==> config.mk <==
export PLATFORM = sky130hd
export DESIGN_NAME = encout_apb_ctl
export DESIGN_NICKNAME = d
export VERILOG_FILES = /design/src/rtl/encout_apb_ctl.sv
export SDC_FILE = /design/constraint.sdc
export NUM_CORES = 1
export LEC_CHECK = 0
export BUFFER_PORTS_ARGS = -buffer_cell sky130_fd_sc_hd__buf_2
export CORE_UTILIZATION = 33
export CTS_CLUSTER_DIAMETER = 30
export DETAILED_ROUTE_END_ITERATION = 8
export HOLD_SLACK_MARGIN = 0.02
export SYNTH_ARGS = -nofsm -noshare
export SYNTH_HDL_FRONTEND = slang
export SYNTH_SLANG_ARGS = --single-unit
==> constraint.sdc <==
create_clock -name i_pclk -period 4.4 [get_ports i_pclk]
set_input_delay 0.88 -clock i_pclk [delete_from_list [all_inputs] [get_ports i_pclk]]
set_output_delay 0.88 -clock i_pclk [all_outputs]
set_load 0.02 [all_outputs]
==> src/rtl/encout_apb_ctl.sv <==
// APB3 slave front-end for the encoder register block: one-hot strobes, fixed 4-cycle transfers.
// Optional macro ENCOUT_APB_PSLVERR_EN enables o_pslverr reporting; without it o_pslverr is tied to 0.
module encout_apb_ctl #(
  parameter int NUM_REG    = 9,
  parameter int VER_IDX    = 8,
  parameter int STATUS_IDX = 7
) (
  input  logic               i_pclk,
  input  logic               i_preset,
  input  logic               i_psel,
  input  logic               i_penable,
  input  logic               i_pwrite,
  input  logic [7:0]         i_paddr,
  input  logic [31:0]        i_pwdata,
  output logic [31:0]        o_prdata,
  output logic               o_pready,
  output logic               o_pslverr,
  output logic [NUM_REG-1:0] o_we,
  output logic [NUM_REG-1:0] o_re,
  output logic [31:0]        o_wdata,
  input  logic [31:0]        i_rdata,
  input  logic               i_reg_str,
  input  logic               i_reg_opt
);

  typedef enum logic [1:0] {IDLE, STRB, WAIT, DONE} state_e;

  localparam logic [6:0]         NUM_REG_W = 7'(NUM_REG);
  localparam logic [5:0]         VER_I     = 6'(VER_IDX);
  localparam logic [5:0]         STATUS_I  = 6'(STATUS_IDX);
  localparam logic [NUM_REG-1:0] ONE_HOT0  = {{(NUM_REG-1){1'b0}}, 1'b1};

  state_e               state_q, state_d;
  logic [5:0]           idx_q, idx_d;
  logic                 write_q, write_d;
  logic [31:0]          wdata_q, wdata_d;
  logic [NUM_REG-1:0]   we_q, we_d, re_q, re_d;
  logic [31:0]          prdata_q, prdata_d;
  logic                 pready_q, pready_d;
  logic [5:0]           setup_idx;
  logic                 setup_mapped, setup_ro, cap_mapped;
`ifdef ENCOUT_APB_PSLVERR_EN
  logic                 err_q, err_d;
  logic                 pslverr_q, pslverr_d;
  logic                 cap_ro, str_guarded;
`else
  logic                 unused_cfg;
  assign unused_cfg = i_reg_str ^ i_reg_opt;
`endif

  always_comb begin
    // NOTE: every signal gets a default before the case so no latch is inferred.
    state_d  = state_q;
    idx_d    = idx_q;
    write_d  = write_q;
    wdata_d  = wdata_q;
    we_d     = '0;
    re_d     = '0;
    prdata_d = prdata_q;
    pready_d = 1'b0;

    setup_idx    = i_paddr[7:2];
    setup_mapped = {1'b0, setup_idx} < NUM_REG_W;
    setup_ro     = (setup_idx == STATUS_I) || (setup_idx == VER_I);
    cap_mapped   = {1'b0, idx_q} < NUM_REG_W;
`ifdef ENCOUT_APB_PSLVERR_EN
    err_d       = err_q;
    pslverr_d   = pslverr_q;
    cap_ro      = (idx_q == STATUS_I) || (idx_q == VER_I);
    str_guarded = (idx_q == 6'd0) || (idx_q == 6'd2) || (idx_q == 6'd3) ||
                  (idx_q == 6'd5) || (idx_q == 6'd6);
`endif

    case (state_q)
      IDLE: begin
        if (i_psel && !i_penable) begin
          state_d = STRB;
          idx_d   = setup_idx;
          write_d = i_pwrite;
          wdata_d = i_pwdata;
          // The strobe is registered here so it is high for the whole STRB cycle.
          if (setup_mapped && !(i_pwrite && setup_ro)) begin
            if (i_pwrite) we_d = ONE_HOT0 << setup_idx;
            else          re_d = ONE_HOT0 << setup_idx;
          end
        end
      end
      STRB: begin
        state_d = WAIT;
`ifdef ENCOUT_APB_PSLVERR_EN
        err_d = !cap_mapped ||
                (write_q && (cap_ro || (i_reg_str && str_guarded) ||
                             (i_reg_opt && (idx_q == 6'd5))));
`endif
      end
      WAIT: begin
        state_d  = DONE;
        pready_d = 1'b1;
        prdata_d = (cap_mapped && !write_q) ? i_rdata : 32'd0;
`ifdef ENCOUT_APB_PSLVERR_EN
        pslverr_d = err_q;
`endif
      end
      DONE:    state_d = IDLE;
      default: state_d = IDLE;
    endcase
  end

  // NOTE: reset is synchronous, so it is sampled only inside the clocked block.
  always_ff @(posedge i_pclk) begin
    if (i_preset) begin
      state_q   <= IDLE;
      idx_q     <= '0;
      write_q   <= 1'b0;
      wdata_q   <= '0;
      we_q      <= '0;
      re_q      <= '0;
      prdata_q  <= '0;
      pready_q  <= 1'b0;
`ifdef ENCOUT_APB_PSLVERR_EN
      err_q     <= 1'b0;
      pslverr_q <= 1'b0;
`endif
    end else begin
      // NOTE: non-blocking assignments keep all flops updating from pre-edge values.
      state_q   <= state_d;
      idx_q     <= idx_d;
      write_q   <= write_d;
      wdata_q   <= wdata_d;
      we_q      <= we_d;
      re_q      <= re_d;
      prdata_q  <= prdata_d;
      pready_q  <= pready_d;
`ifdef ENCOUT_APB_PSLVERR_EN
      err_q     <= err_d;
      pslverr_q <= pslverr_d;
`endif
    end
  end

  assign o_we     = we_q;
  assign o_re     = re_q;
  assign o_wdata  = wdata_q;
  assign o_prdata = prdata_q;
  assign o_pready = pready_q;
`ifdef ENCOUT_APB_PSLVERR_EN
  assign o_pslverr = pslverr_q;
`else
  assign o_pslverr = 1'b0;
`endif

endmodule

==> flow_metrics.env <==
export IMPL_cts_tree="done"
export IMPL_portBuffers=157
export IMPL_fin_skew_ps=7.10
export IMPL_p_int_mw=1.43
export IMPL_drv_cap=0
export IMPL_period_minus_slack_ps=2390
export IMPL_routed_wl_mm=7.11
export IMPL_power_mw=2.06
export IMPL_failed_checks="DRC"
export IMPL_drtIter0Drc=78
export IMPL_vias=2676
export IMPL_avgSynthCellArea_um2=9.70
export IMPL_insertion_delay_ps=350
export IMPL_p_sw_uw=627
export IMPL_ys_warn_count=0
export IMPL_clk_path_buf_depth=2
export IMPL_cts_sinks=92
export IMPL_initial_core_util_pct=34.5
export IMPL_startpoint_type="input pin"
export IMPL_fin_nets=543
export IMPL_rows=34
export IMPL_rsz0062_at_grt="false"
export IMPL_ys_seq_area_share_pct=60.7
export IMPL_setup_violations=0
export IMPL_antenna_found_initial=0
export IMPL_status="finished with violations"
export IMPL_ir_drop_mv=0.268
export IMPL_dp_cells=559
export IMPL_postLayoutSetupSlackWorst_ps=2010
export IMPL_cp_max_fo=44
export IMPL_whs_ps=454
export IMPL_end_kind="register"
export IMPL_synth_cells=313
export IMPL_ioPinCount=163
export IMPL_power_frac_clock_pct=30.5
export IMPL_postCtsSetupBuffers=0
export IMPL_antenna_cells=0
export IMPL_p_comb_share_pct=22.5
export IMPL_swShare_pct=30.4
export IMPL_wl_per_cell_um=12.4
export IMPL_grt_pass1_wl_mm=11.4
export IMPL_p_leak_nw=1.94
export IMPL_die_w_um=97.9
export IMPL_hold_viol_final=0
export IMPL_ys_types=27
export IMPL_layout_drive_gt1_share_pct=38.1
export IMPL_sequentialPowerShare_pct=47.0
export IMPL_period_share_pct=54.3
export IMPL_die_area_mm2=0.00959
export IMPL_fillCellCount=851
export IMPL_area_growth_pct=33.9
export IMPL_slew_violations=0
export IMPL_grt_use_total_pct=14.7
export IMPL_clk_pin_slew_ps=90
export IMPL_grt_max_degree=45
export IMPL_via_per_inst=4.65
export IMPL_pre_cts_ws_ps=1640
export IMPL_syn_area_mm2=0.00304
export IMPL_worst_pin_slew_ps=1200
export IMPL_root_buffer="clkbuf_8"
export IMPL_cts_inserted_buffers=9
export IMPL_ctsResizeCount=0
export IMPL_overflow=0
export IMPL_cts_hold_buf=0
export IMPL_cellPowerDensity_mw_per_mm2=506
export IMPL_dp_hpwl_mm=4.84
export IMPL_first_global_vias=2610
export IMPL_drc=16
export IMPL_drt_first_pass_iters=7
export IMPL_critPathKind="in2reg"
export IMPL_crit_required_ps=4700
export IMPL_arrival_ps=2680
export IMPL_gp_congestion=0.738
export IMPL_tns_ps=0
export IMPL_stdcell_count=575
export IMPL_maxSlewHeadroom_pct=19.9
export IMPL_die_h_um=97.9
export IMPL_clock_fmax_ghz=0.419
export IMPL_ant_nets=0
export IMPL_coreArea_mm2=0.00881
export IMPL_hold_path_class="reg2reg"
export IMPL_htree_levels=3
export IMPL_ys_seq_elements=92
-- metrics by stage --
step | cell area, um2 | utilization (%)
2_1_floorplan | 3040 | -
3_3_place_gp | 3840 | 43.6
3_5_place_dp | 3840 | 43.6
4_1_cts | 4070 | 46.2
5_1_grt | 4070 | 46.2
6_report | 4070 | 46.2
-- cells by family after synthesis --
| group | after synthesis | synth area share (%) |
|---|---|---|
| buffers and inverters | 25 | 4.90 |
| other | 1 | 0.123 |
| AOI/OAI and AO/OA | 75 | 16.7 |
| DFF | 92 | 60.7 |
| and+or+nand+nor | 118 | 16.8 |
| adders and majority gates | 2 | 0.824 |
-- placed cells by master, fill, tap and decap left out, types with 2 or more instances in the layout --
| master | count |
|---|---|
| conb_1 | 3 |
| a21oi_1 | 40 |
| nand2_1 | 79 |
| nand3b_1 | 3 |
| buf_2 | 157 |
| clkbuf_8 | 10 |
| a22o_1 | 32 |
| nand2b_1 | 3 |
| nor3_1 | 6 |
| ha_1 | 2 |
| bufinv_16 | 2 |
| buf_4 | 2 |
| nor2_1 | 13 |
| dfxtp_1 | 92 |
| clkinv_4 | 2 |
| inv_1 | 2 |
| clkinv_2 | 2 |
| nand3_1 | 5 |
-- registers in the layout, summed over array words and instances (netlist names) --
name / flops
o_we: 9
write_q: 1
o_pready: 1
o_wdata: 32
o_prdata: 32
state_q: 2
idx_q: 6
o_re: 9
-- metal layers --
metal	global-route usage (%)	wire length, um	up-vias
met1	16.0	3100	1207
met2	25.0	3210	115
met3	5.87	709	8
met4	6.64	89	0
li1	-	-	1346
met5	0	0	-
-- power groups by stage --
stage          clock (mW)  combinational [mW]  sequential (mW)
4_1_cts             0.656               0.468            0.968
3_3_place_gp            0               0.457            0.984
6_report            0.627               0.463            0.967
5_1_grt             0.678               0.510            0.979
2_1_floorplan           0               0.230             1.08
3_5_place_dp            0               0.466            0.986
-- synthesized netlist by cell type --
cell      instances  area share [%]
a21oi_1          40             6.6
a21bo_2           1            0.33
nand2b_1          3            0.62
and3b_1           1            0.29
nor4_1            1            0.21
buf_2             5            0.82
nand3b_1          3            0.74
clkbuf_1         10             1.2
and4bb_1          1            0.41
buf_4             3            0.74
inv_1             2            0.25
o31ai_1           1            0.25
dfxtp_1          92              61
nand2_1          79             9.8
buf_6             5             1.9
nor3b_1           1            0.25
a311oi_1          1            0.29
conb_1            1            0.12
and3_1            1            0.21
nor4b_1           1            0.29
nor3_1            6            0.99
ha_1              2            0.82
nand3_1           5            0.82
a22o_1           32             9.2
nor2b_1           1            0.21
nor2_1           14             1.7
nor2b_2           1            0.29
-- final cells by class --
cell class | count | area (um2) | area share [%]
sequential | 92 | 1840 | 45.3
multi-input combinational | 198 | 1060 | 26.0
timing repair buffer | 159 | 801 | 19.7
clock buffer | 10 | 138 | 3.38
tap | 108 | 135 | 3.32
clock inverter | 6 | 87.6 | 2.15
inverter | 2 | 7.51 | 0.185
-- final timing paths --
kind                from            to  cells past startpoint  slack, ps
min          o_wdata[23]   o_wdata[23]                      2        450
min reg2reg  o_wdata[23]   o_wdata[23]                      2        450
max             i_preset  o_prdata[28]                      4       2010
max reg2reg   state_q[0]  o_prdata[28]                      5       2350
-- critical path, stage by stage --
cell	delay, ps
buf_2	360
nor2b_2	220
and3_1	930
a22o_1	280
Power figures use the tool's default switching activity.
